### config.mk
export PLATFORM = sky130hd
export DESIGN_NAME = serial_rx
export DESIGN_NICKNAME = d
export VERILOG_FILES = /design/src/rtl/serial_rx_pkg.sv /design/src/rtl/serial_rx_sync2.sv /design/src/rtl/serial_rx.sv
export SDC_FILE = /design/constraint.sdc
export NUM_CORES = 1
export LEC_CHECK = 0
export CELL_PAD_IN_SITES_DETAIL_PLACEMENT = 0
export CELL_PAD_IN_SITES_GLOBAL_PLACEMENT = 1
export CORE_MARGIN = 5
export CORE_UTILIZATION = 45
export DETAILED_ROUTE_END_ITERATION = 12
export PLACE_DENSITY_LB_ADDON = 0.1
export SETUP_SLACK_MARGIN = 0.4
export SYNTH_ARGS = -nofsm -noshare
export SYNTH_HDL_FRONTEND = slang
export SYNTH_SLANG_ARGS = --single-unit
### constraint.sdc
create_clock -name clk -period 4.7 [get_ports clk]
set_input_delay 1.41 -clock clk [delete_from_list [all_inputs] [get_ports clk]]
set_output_delay 1.41 -clock clk [all_outputs]
set_load 0.01 [all_outputs]
### src/rtl/serial_rx_pkg.sv
// Shared types and constants for the serial_rx receiver and its bench.
package serial_rx_pkg;

  // Default frame geometry of the line driven by the transmitter model.
  localparam int DEFAULT_CLKS_PER_BIT = 16;
  localparam int DEFAULT_DATA_BITS    = 9;

  // Receiver state; WAIT_HIGH holds off re-arming while the line sits low.
  typedef enum logic [2:0] {
    IDLE      = 3'd0,
    START     = 3'd1,
    DATA      = 3'd2,
    STOP      = 3'd3,
    WAIT_HIGH = 3'd4
  } state_t;

  // Clock edges from a raw line fall (during cycle 0) to the edge that
  // raises out_valid: 2 synchronizer stages, half a start bit, DATA_BITS
  // data bits plus the stop bit, and one edge to register the word.
  function automatic int rx_latency(input int clks_per_bit, input int data_bits);
    return 2 + clks_per_bit / 2 + (data_bits + 1) * clks_per_bit + 1;
  endfunction

endpackage

### src/rtl/serial_rx_sync2.sv
// Two-flop synchronizer for a single asynchronous level; resets to 1
// because the line it guards idles high.
module sync2 (
  input  logic clk,
  input  logic reset,
  input  logic d,
  output logic q
);

  logic meta;

  // Shift the raw level through two flops to settle metastability.
  // NOTE: every clocked register uses non-blocking (<=) so all flops update
  // from the same pre-edge values; blocking here would collapse the chain.
  always_ff @(posedge clk or posedge reset) begin
    if (reset) begin
      meta <= 1'b1;
      q    <= 1'b1;
    end else begin
      meta <= d;
      q    <= meta;
    end
  end

endmodule

### src/rtl/serial_rx.sv
// Bit-serial receiver for the pulled-up single-wire test line: start bit,
// DATA_BITS data bits LSB first, stop bit. Delivers words on a valid/ready
// handshake and pulses frame_err / overrun for bad stop bits and lost words.
module serial_rx
  import serial_rx_pkg::*;
#(
  parameter int CLKS_PER_BIT = DEFAULT_CLKS_PER_BIT,
  parameter int DATA_BITS    = DEFAULT_DATA_BITS
) (
  input  logic                 clk,
  input  logic                 reset,
  input  logic                 line,
  output logic [DATA_BITS-1:0] out_data,
  output logic                 out_valid,
  input  logic                 out_ready,
  output logic                 frame_err,
  output logic                 overrun,
  output logic                 busy
);

  // Cycle counter gets one spare bit so it can never wrap inside a bit.
  localparam int CW = $clog2(CLKS_PER_BIT) + 1;
  localparam int BW = $clog2(DATA_BITS + 1);

  localparam logic [CW-1:0] HALF_LAST = CW'(CLKS_PER_BIT / 2 - 1);
  localparam logic [CW-1:0] BIT_LAST  = CW'(CLKS_PER_BIT - 1);
  localparam logic [BW-1:0] WORD_LAST = BW'(DATA_BITS - 1);

  // Synchronized line and edge-detect history.
  logic       ls;
  logic       ls_prev;
  logic [1:0] flushed;

  // Registered state and its next-state values.
  state_t                 state,     state_d;
  logic [CW-1:0]          cyc_cnt,   cyc_d;
  logic [BW-1:0]          bit_cnt,   bit_d;
  logic [DATA_BITS-1:0]   shreg,     shreg_d;
  logic [DATA_BITS-1:0]   data_d;
  logic                   valid_d;
  logic                   ferr_d;
  logic                   ovr_d;

  sync2 u_sync_line (
    .clk   (clk),
    .reset (reset),
    .d     (line),
    .q     (ls)
  );

  // Track the previous synchronized level for fall detection. The
  // synchronizer comes out of reset holding 1s, not the real line, so
  // ls_prev only starts following ls once both stages have been refilled;
  // a line that is stuck low across reset therefore never looks like a fall.
  always_ff @(posedge clk or posedge reset) begin
    if (reset) begin
      flushed <= 2'b00;
      ls_prev <= 1'b0;
    end else begin
      flushed <= {flushed[0], 1'b1};
      ls_prev <= ls & flushed[1];
    end
  end

  // Next-state, counter, shift-register and output decode.
  // NOTE: every signal gets its hold/default value before the case so no
  // path leaves it unassigned; otherwise synthesis would infer a latch.
  always_comb begin
    state_d = state;
    cyc_d   = cyc_cnt;
    bit_d   = bit_cnt;
    shreg_d = shreg;
    data_d  = out_data;
    valid_d = out_valid;
    ferr_d  = 1'b0;
    ovr_d   = 1'b0;

    // A consumed word drops valid unless a new word is loaded below.
    if (out_valid && out_ready) begin
      valid_d = 1'b0;
    end

    unique case (state)
      IDLE: begin
        if (ls_prev && !ls) begin
          state_d = START;
          cyc_d   = '0;
        end
      end

      START: begin
        if (cyc_cnt == HALF_LAST) begin
          cyc_d   = '0;
          bit_d   = '0;
          // Still low at mid start bit: a real frame; otherwise a glitch.
          state_d = ls ? IDLE : DATA;
        end else begin
          cyc_d = cyc_cnt + CW'(1);
        end
      end

      DATA: begin
        if (cyc_cnt == BIT_LAST) begin
          cyc_d = '0;
          // New bit enters the MSB so the first bit ends at the LSB.
          shreg_d                = shreg >> 1;
          shreg_d[DATA_BITS-1]   = ls;
          if (bit_cnt == WORD_LAST) begin
            bit_d   = '0;
            state_d = STOP;
          end else begin
            bit_d = bit_cnt + BW'(1);
          end
        end else begin
          cyc_d = cyc_cnt + CW'(1);
        end
      end

      STOP: begin
        if (cyc_cnt == BIT_LAST) begin
          cyc_d = '0;
          if (ls) begin
            state_d = IDLE;
            if (!out_valid || out_ready) begin
              data_d  = shreg;
              valid_d = 1'b1;
            end else begin
              // Previous word still pending: keep it, drop the new one.
              ovr_d = 1'b1;
            end
          end else begin
            // Stop bit low (bad frame or break): drop the word and wait
            // for the line to return high before re-arming.
            ferr_d  = 1'b1;
            state_d = WAIT_HIGH;
          end
        end else begin
          cyc_d = cyc_cnt + CW'(1);
        end
      end

      WAIT_HIGH: begin
        if (ls) begin
          state_d = IDLE;
        end
      end

      default: begin
        state_d = IDLE;
        cyc_d   = '0;
        bit_d   = '0;
      end
    endcase
  end

  // State and datapath registers; reset discards any partial word.
  always_ff @(posedge clk or posedge reset) begin
    if (reset) begin
      state     <= IDLE;
      cyc_cnt   <= '0;
      bit_cnt   <= '0;
      shreg     <= '0;
      out_data  <= '0;
      out_valid <= 1'b0;
      frame_err <= 1'b0;
      overrun   <= 1'b0;
    end else begin
      state     <= state_d;
      cyc_cnt   <= cyc_d;
      bit_cnt   <= bit_d;
      shreg     <= shreg_d;
      out_data  <= data_d;
      out_valid <= valid_d;
      frame_err <= ferr_d;
      overrun   <= ovr_d;
    end
  end

  assign busy = (state != IDLE);

endmodule
# ---- After elaboration in Yosys (flattened, before gate mapping)
# Cells that the tools add are included.
dict set report op_classes {
  add_sub_neg 2
  n_reduce_logical 14
  n_eq_ne 13
  bitwise_logic 3
  n_mux 29
}
# op count
set ops {}
lappend ops {{$mux 3} 7}
lappend ops {{$pmux 5 s4} 1}
lappend ops {{$mux 5} 3}
lappend ops {{$pmux 3 s5} 1}
lappend ops {{$mux 1} 12}
lappend ops {{$mux 4} 3}
lappend ops {{$pmux 4 s3} 1}
lappend ops {{$ne 2x2->1 const B} 5}
lappend ops {{$eq 3x2->1 const B} 2}
lappend ops {{$reduce_and 6->1} 1}
lappend ops {{$add 5x1->5 const B} 1}
lappend ops {{$eq 5x3->1 const B} 1}
lappend ops {{$eq 5x4->1 const B} 1}
lappend ops {{$add 4x1->4 const B} 1}
lappend ops {{$eq 4x4->1 const B} 1}
lappend ops {{$reduce_and 2->1} 2}
lappend ops {{$reduce_and 4->1} 1}
lappend ops {{$eq 3x1->1 const B} 1}
lappend ops {{$eq 3x3->1 const B} 1}
lappend ops {{$logic_not 3->1} 1}
lappend ops {{$reduce_and 3->1} 1}
lappend ops {{$reduce_bool 3->1} 1}
lappend ops {{$reduce_or 3->1} 1}
lappend ops {{$logic_and 1x1->1} 2}
lappend ops {{7 further kinds} 9}
dict set report word_totals {
  reg_bits 38
  out_inout_bits 13
  input_bits 4
}

# ---- Logic depth before layout (Yosys ltp)
# Gate-level depths: netlist of the first run.
dict set report logic_depth {
  ltp_word 6
  mapped_depth 6
  ltp_nobuf 6
}

# ---- Modules after synthesis
# A second synthesis of the first run with hierarchy kept.
dict set report unflattened {
  hier_cells 138
  hier_area_um2 1707.9
}
# mod seq_area_each_um2 area_each_um2 cells_per_inst n_inst
set modules_own_cells {}
lappend modules_own_cells {serial_rx 900.9 1651.6 135 1}
lappend modules_own_cells {sync2 52.6 56.3 3 1}

# ---- Worst setup path before layout of the first run
# OpenSTA, ideal clock, no wires.
dict set report synth_timing {
  kind {flip-flop to output port}
  startpoint {register state[2]}
  endpoint {output busy}
  path_stages_with_launch 3
  path_slack_ns 2.308
  arrival_time_ns 0.982
  path_cell_list {dfrtp_1 -> clkbuf_1 -> or3_1}
}
dict set report synth_between {
  elab_chain_cells 1
}
# element line
set synth_rtl {}
lappend synth_rtl {{start: declaration} serial_rx.sv:35} ;# state_t state, state_d;
lappend synth_rtl {{start signal: assignment} serial_rx.sv:168} ;# state <= state_d;
lappend synth_rtl {{$reduce_bool 3->1} serial_rx.sv:179} ;# assign busy = (state != IDLE);
lappend synth_rtl {{end: declaration} serial_rx.sv:18} ;# output logic busy
# Every way passes these cells.

# ---- Final worst setup path of the first run
# Ends and elaborated chain as after synthesis.

==> results of run 1 <==
==> report_power, final <==
| part | switching (W) | leakage [nW] | internal (W) |
|---|---|---|---|
| combinational | 0.0000631 | 0.353 | 0.0000533 |
| clock | 0.000106 | 0.0482 | 0.000118 |
| sequential | 0.0000348 | 0.514 | 0.000350 |
| total | 0.000204 | 0.916 | 0.000521 |
==> layout by cell type, fill, tap and decap left out, types with 2 or more instances in the layout <==
cell	count
clkdlybuf4s50_1	16
nand4_1	2
nand2_1	8
o21ai_0	7
clkbuf_8	6
nor2_1	6
inv_1	5
a22o_1	2
mux2_2	18
nor3_1	2
nand3_1	4
dfrtp_1	36
dfstp_2	2
ha_1	4
a21oi_1	2
==> kinds of logic (layout without fill, tap and decap cells) <==
group	after synthesis	after routing	synth area share, %
other	1	1	0.227
buffers and inverters	12	30	3.63
multiplexers	19	19	12.8
AND/OR/NAND/NOR	36	36	13.3
adder cells (fa/ha/maj)	4	4	3.02
flip-flops	38	38	57.6
XOR/XNOR	2	2	1.06
AO/OA/AOI/OAI	20	20	8.32
==> cell type report <==
type / count / area, µm²
inverter: 5 / 18.8
clock inverter: 1 / 5.00
sequential: 38 / 953
clock buffer: 7 / 86.3
multi-input combinational: 82 / 642
tap: 48 / 60.1
fill: 326 / 1670
timing repair buffer: 17 / 168
==> layer usage <==
| metal | global-route usage (%) | vias up | wire length, µm |
|---|---|---|---|
| met5 | 0 | - | 0 |
| li1 | - | 499 | - |
| met3 | 5.26 | 2 | 120 |
| met4 | 5.01 | 0 | 17 |
| met1 | 16.9 | 511 | 1290 |
| met2 | 18.1 | 20 | 1310 |
==> state kept, by name, indices dropped and copies added, names as in the netlist <==
register / cells
state: 3
cyc_cnt: 5
out_data: 9
flushed: 2
u_sync_line.meta: 1
out_valid: 1
ls_prev: 1
bit_cnt: 4
frame_err: 1
overrun: 1
u_sync_line.q: 1
shreg: 9
==> path summary, 6_finish.rpt <==
check | startpoint | endpoint | slack (ns) | depth (start not counted)
min in group asynchronous | reset | out_data[1] | 1.53 | 3
max reg2reg | cyc_cnt[0] | shreg[5] | 2.78 | 4
max in group asynchronous | reset | u_sync_line.meta | 2.82 | 3
min | u_sync_line.meta | u_sync_line.q | 0.36 | 0
min reg2reg | u_sync_line.meta | u_sync_line.q | 0.36 | 0
max | state[2] | busy | 1.61 | 2
==> through the flow <==
| stage | setup slack [ns] | instance area, µm² |
|---|---|---|
| after floorplan | 2.31 | 1660 |
| after global placement | 1.90 | 1840 |
| after detailed placement | 1.89 | 1840 |
| after CTS | 1.59 | 1930 |
| after global routing | 1.54 | 1930 |
| final | 1.61 | 1930 |
==> critical path: cells and delay by family, from the launching register on <==
family	cells	cell delay, ns
buffers and inverters	1	0.48
flip-flops	1	0.51
AND/OR/NAND/NOR	1	0.41
==> results.py, run 1 <==
metrics = {
    "cts": {
        "cts_hold_buf": 0,
        "clk_latency_ns": 0.28,
        "cts_buffers": 5,
        "cts.sinks": 38,
        "cts_tree": "done",
        "cts.clk_slew.worst_paths_ns": 0.07,
        "clockBufferDepth": 2,
        "root_buffer": "clkbuf_8",
        "cts_resized": 0,
        "cts_setup_buffers": 0,
        "htreeDepth": 2,
    },
    "global_route": {
        "grt.overflow.total": 0,
        "grt_max_degree": 39,
        "grt_pass1_vias": 1021,
        "grt_pass1_wl_mm": 4.87,
        "grtUsageTotal_pct": 12.6,
        "antenna_found_initial": 0,
    },
    "timing": {
        "timing.setup.tns_ns": 0,
        "skew_ns": 0.00418,
        "period_minus_slack_ns": 3.09,
        "setup_viol_count_final": 0,
        "slew_violations": 0,
        "clock.fmax_ghz": 0.324,
        "rsz0062_at_grt": "no",
        "whs_ns": 0.360,
        "finalHoldViolCount": 0,
        "post-route-period-util_pct": 65.8,
    },
    "critical_path": {
        "worstPathMaxFanout": 12,
        "critPathSlowestCell": "dfrtp_1",
        "required_ns": 3.29,
        "cp-start-kind": "register",
        "crit_arrival_ns": 1.68,
        "crit_type": "register to output pin",
        "slowest_delay_ns": 0.51,
        "crit_path_cell_trace": "or3_1 > clkdlybuf4s50_1",
        "end_kind": "output pin",
    },
    "layout": {
        "nets": 157,
        "final_util_pct": 53.6,
        "drive_above_1_share_pct": 23.3,
        "final_cells": 198,
        "syn_to_final_growth_pct": 16.8,
        "num_antenna_cells": 0,
    },
    "synth": {
        "seq_area_frac_synth_pct": 57.6,
        "postSynthCellCount": 132,
        "synth_ff_type": "dfrtp_1",
        "async_flop_share_pct": 100,
        "synth_area_um2": 1660,
        "synth.distinct_cells": 43,
        "yosys-top-cells-count": "dfrtp_1, mux2_2, nand2_1",
        "ys_top_cells_by_area": "dfrtp_1, mux2_2, dfstp_2",
        "post_synth.cell_area_avg_um2": 12.5,
        "synth_top_area_cell": "dfrtp_1",
        "ys_ff_latch": 38,
        "synth-edff-count": 0,
        "syn_nets": 140,
        "yosysWarnings": 0,
        "synth_most_common_cell": "dfrtp_1",
        "netlist.area_leader.share_pct": 54.4,
    },
    "die": {
        "initial_core_util_pct": 45.9,
        "die_y_um": 70.7,
        "fp-row-count": 22,
        "coreArea_um2": 3610,
        "die_area_um2": 4990,
        "die_w_um": 70.7,
        "pin_count": 17,
    },
    "power": {
        "p_total_w": 0.000725,
        "cellLeakagePower_nw": 0.916,
        "vdd_drop_max_mv": 0.216,
        "power.density_nw_per_um2": 375,
    },
    "worst_hold_path": {
        "hp-class": "register to register",
    },
    "placement": {
        "port_buffers": 16,
        "placed_cells": 190,
        "gp_congestion": 0.771,
        "dpl.hpwl_mm": 1.87,
    },
    "flow_run": {
        "drv_cap": 0,
    },
    "outcome": {
        "status": "finished clean",
    },
    "routing": {
        "drtIter0Drc": 89,
        "vias": 1032,
        "ant_nets": 0,
        "routed_wl_mm": 2.74,
        "drtPass1Iterations": 4,
        "routedWlPerCell_um": 13.9,
        "viasPerCell": 5.21,
        "drc": 0,
    },
}
Note: power is estimated with default switching activity, not from simulation.
==> run 2, diff against run 1 <==
- clock period: 4.7 -> 3.2 ns (I/O delays scaled with it)
==> results.py, run 2 (synthesis gave the netlist of run 1 again) <==
metrics = {
    "cts": {
        "cts_tree": "done",
        "clk_latency_ns": 0.29,
        "cts_setup_buffers": 0,
        "cts.clk_slew.worst_paths_ns": 0.07,
        "cts_resized": 0,
        "root_buffer": "clkbuf_8",
        "clockBufferDepth": 2,
        "cts_buffers": 5,
        "cts_hold_buf": 0,
        "htreeDepth": 2,
        "cts.sinks": 38,
    },
    "timing": {
        "rsz0062_at_grt": "no",
        "post-route-period-util_pct": 82.8,
        "whs_ns": 0.360,
        "clock.fmax_ghz": 0.378,
        "slew_violations": 0,
        "skew_ns": 0.00358,
        "timing.setup.tns_ns": 0,
        "period_minus_slack_ns": 2.65,
        "finalHoldViolCount": 0,
        "setup_viol_count_final": 0,
    },
    "worst_hold_path": {
        "whs_path_depth": 0,
        "hp-class": "register to register",
        "hp-start": "u_sync_line.meta",
        "holdPathEnd": "u_sync_line.q",
    },
    "critical_path": {
        "crit_arrival_ns": 1.69,
        "critPathSlowestCell": "dfrtp_1",
        "worstPathMaxFanout": 12,
        "slowest_delay_ns": 0.51,
        "worstReg2RegStart": "cyc_cnt[0]",
        "cp_top_family": "flip-flops",
        "crit_type": "register to output pin",
        "r2r_slack_ns": 1.31,
        "required_ns": 2.24,
        "crit_buf_inv": 1,
        "reg2reg_depth": 4,
        "cp-start-kind": "register",
        "reg2reg_to": "shreg[0]",
        "crit_path_cell_trace": "or3_1 > clkdlybuf4s50_1",
        "end_kind": "output pin",
    },
    "global_route": {
        "grt_pass1_wl_mm": 4.93,
        "grtUsageTotal_pct": 12.7,
        "grt_max_degree": 39,
        "grt_pass1_vias": 1056,
        "grt.overflow.total": 0,
        "antenna_found_initial": 0,
    },
    "layout": {
        "final_common_cell": "dfrtp_1",
        "syn_to_final_growth_pct": 19.9,
        "num_antenna_cells": 0,
        "final_cells": 198,
        "nets": 157,
        "reg.largest.list": "out_data: 9 flops, shreg: 9 flops, cyc_cnt: 5 flops",
        "final_cell_mix": "dfrtp_1, mux2_2, clkdlybuf4s50_1, nand2_1, o21ai_0",
        "drive_above_1_share_pct": 24.0,
        "final_util_pct": 55.0,
    },
    "routing": {
        "drc": 0,
        "ant_nets": 0,
        "routed_wl_mm": 2.81,
        "drtPass1Iterations": 4,
        "vias": 1019,
        "viasPerCell": 5.15,
        "routedWlPerCell_um": 14.2,
        "drtIter0Drc": 82,
    },
    "die": {
        "die_w_um": 70.7,
        "coreArea_um2": 3610,
        "initial_core_util_pct": 45.9,
        "fp-row-count": 22,
        "pin_count": 17,
        "die_y_um": 70.7,
        "die_area_um2": 4990,
    },
    "placement": {
        "port_buffers": 16,
        "dpl.hpwl_mm": 1.87,
        "placed_cells": 190,
        "gp_congestion": 0.771,
    },
    "flow_run": {
        "drv_cap": 0,
    },
    "power": {
        "cellLeakagePower_nw": 0.939,
        "power.density_nw_per_um2": 623,
        "p_total_w": 0.00124,
        "vdd_drop_max_mv": 0.408,
    },
    "outcome": {
        "status": "finished clean",
    },
}
## run 2: per-layer routing
layer	part of all wire, %	track usage, %	wire length (µm)	up-vias
li1	-	-	-	493
met1	46	16.3	1300	501
met2	48	19.3	1340	20
met3	4.5	4.97	128	5
met4	1.6	5.01	45	0
met5	0	0	0	-
## run 2: final cells by class
| type | instances | area, µm² |
|---|---|---|
| multi-input cells | 82 | 642 |
| flip-flops and latches | 38 | 953 |
| clock buffers | 6 | 82.6 |
| well taps | 48 | 60.1 |
| inverters | 5 | 18.8 |
| clock inverters | 2 | 60.1 |
| repair buffers | 17 | 168 |
| fillers | 319 | 1620 |
## run 2: report_power, final
| group | internal, W | switching, W | total (W) |
|---|---|---|---|
| combinational | 0.0000782 | 0.0000976 | 0.000176 |
| sequential | 0.000514 | 0.0000505 | 0.000564 |
| clock | 0.000332 | 0.000164 | 0.000497 |
## run 2: how the worst max path moves through the flow
stage                         start          end  slack [ns]  cells after the start
after floorplan            state[2]         busy        1.26                      2
after global placement    out_ready  out_data[5]        0.85                      4
after detailed placement  out_ready  out_data[1]        0.84                      4
after CTS                  state[2]         busy        0.54                      2
after global routing       state[2]         busy        0.51                      2
final                      state[2]         busy        0.55                      2
## run 2: through the flow
stage	setup slack, ns	instance area, µm²
2_1_floorplan	1.26	1660
3_3_place_gp	0.845	1840
3_5_place_dp	0.839	1840
4_1_cts	0.540	1980
5_1_grt	0.508	1980
6_report	0.552	1980
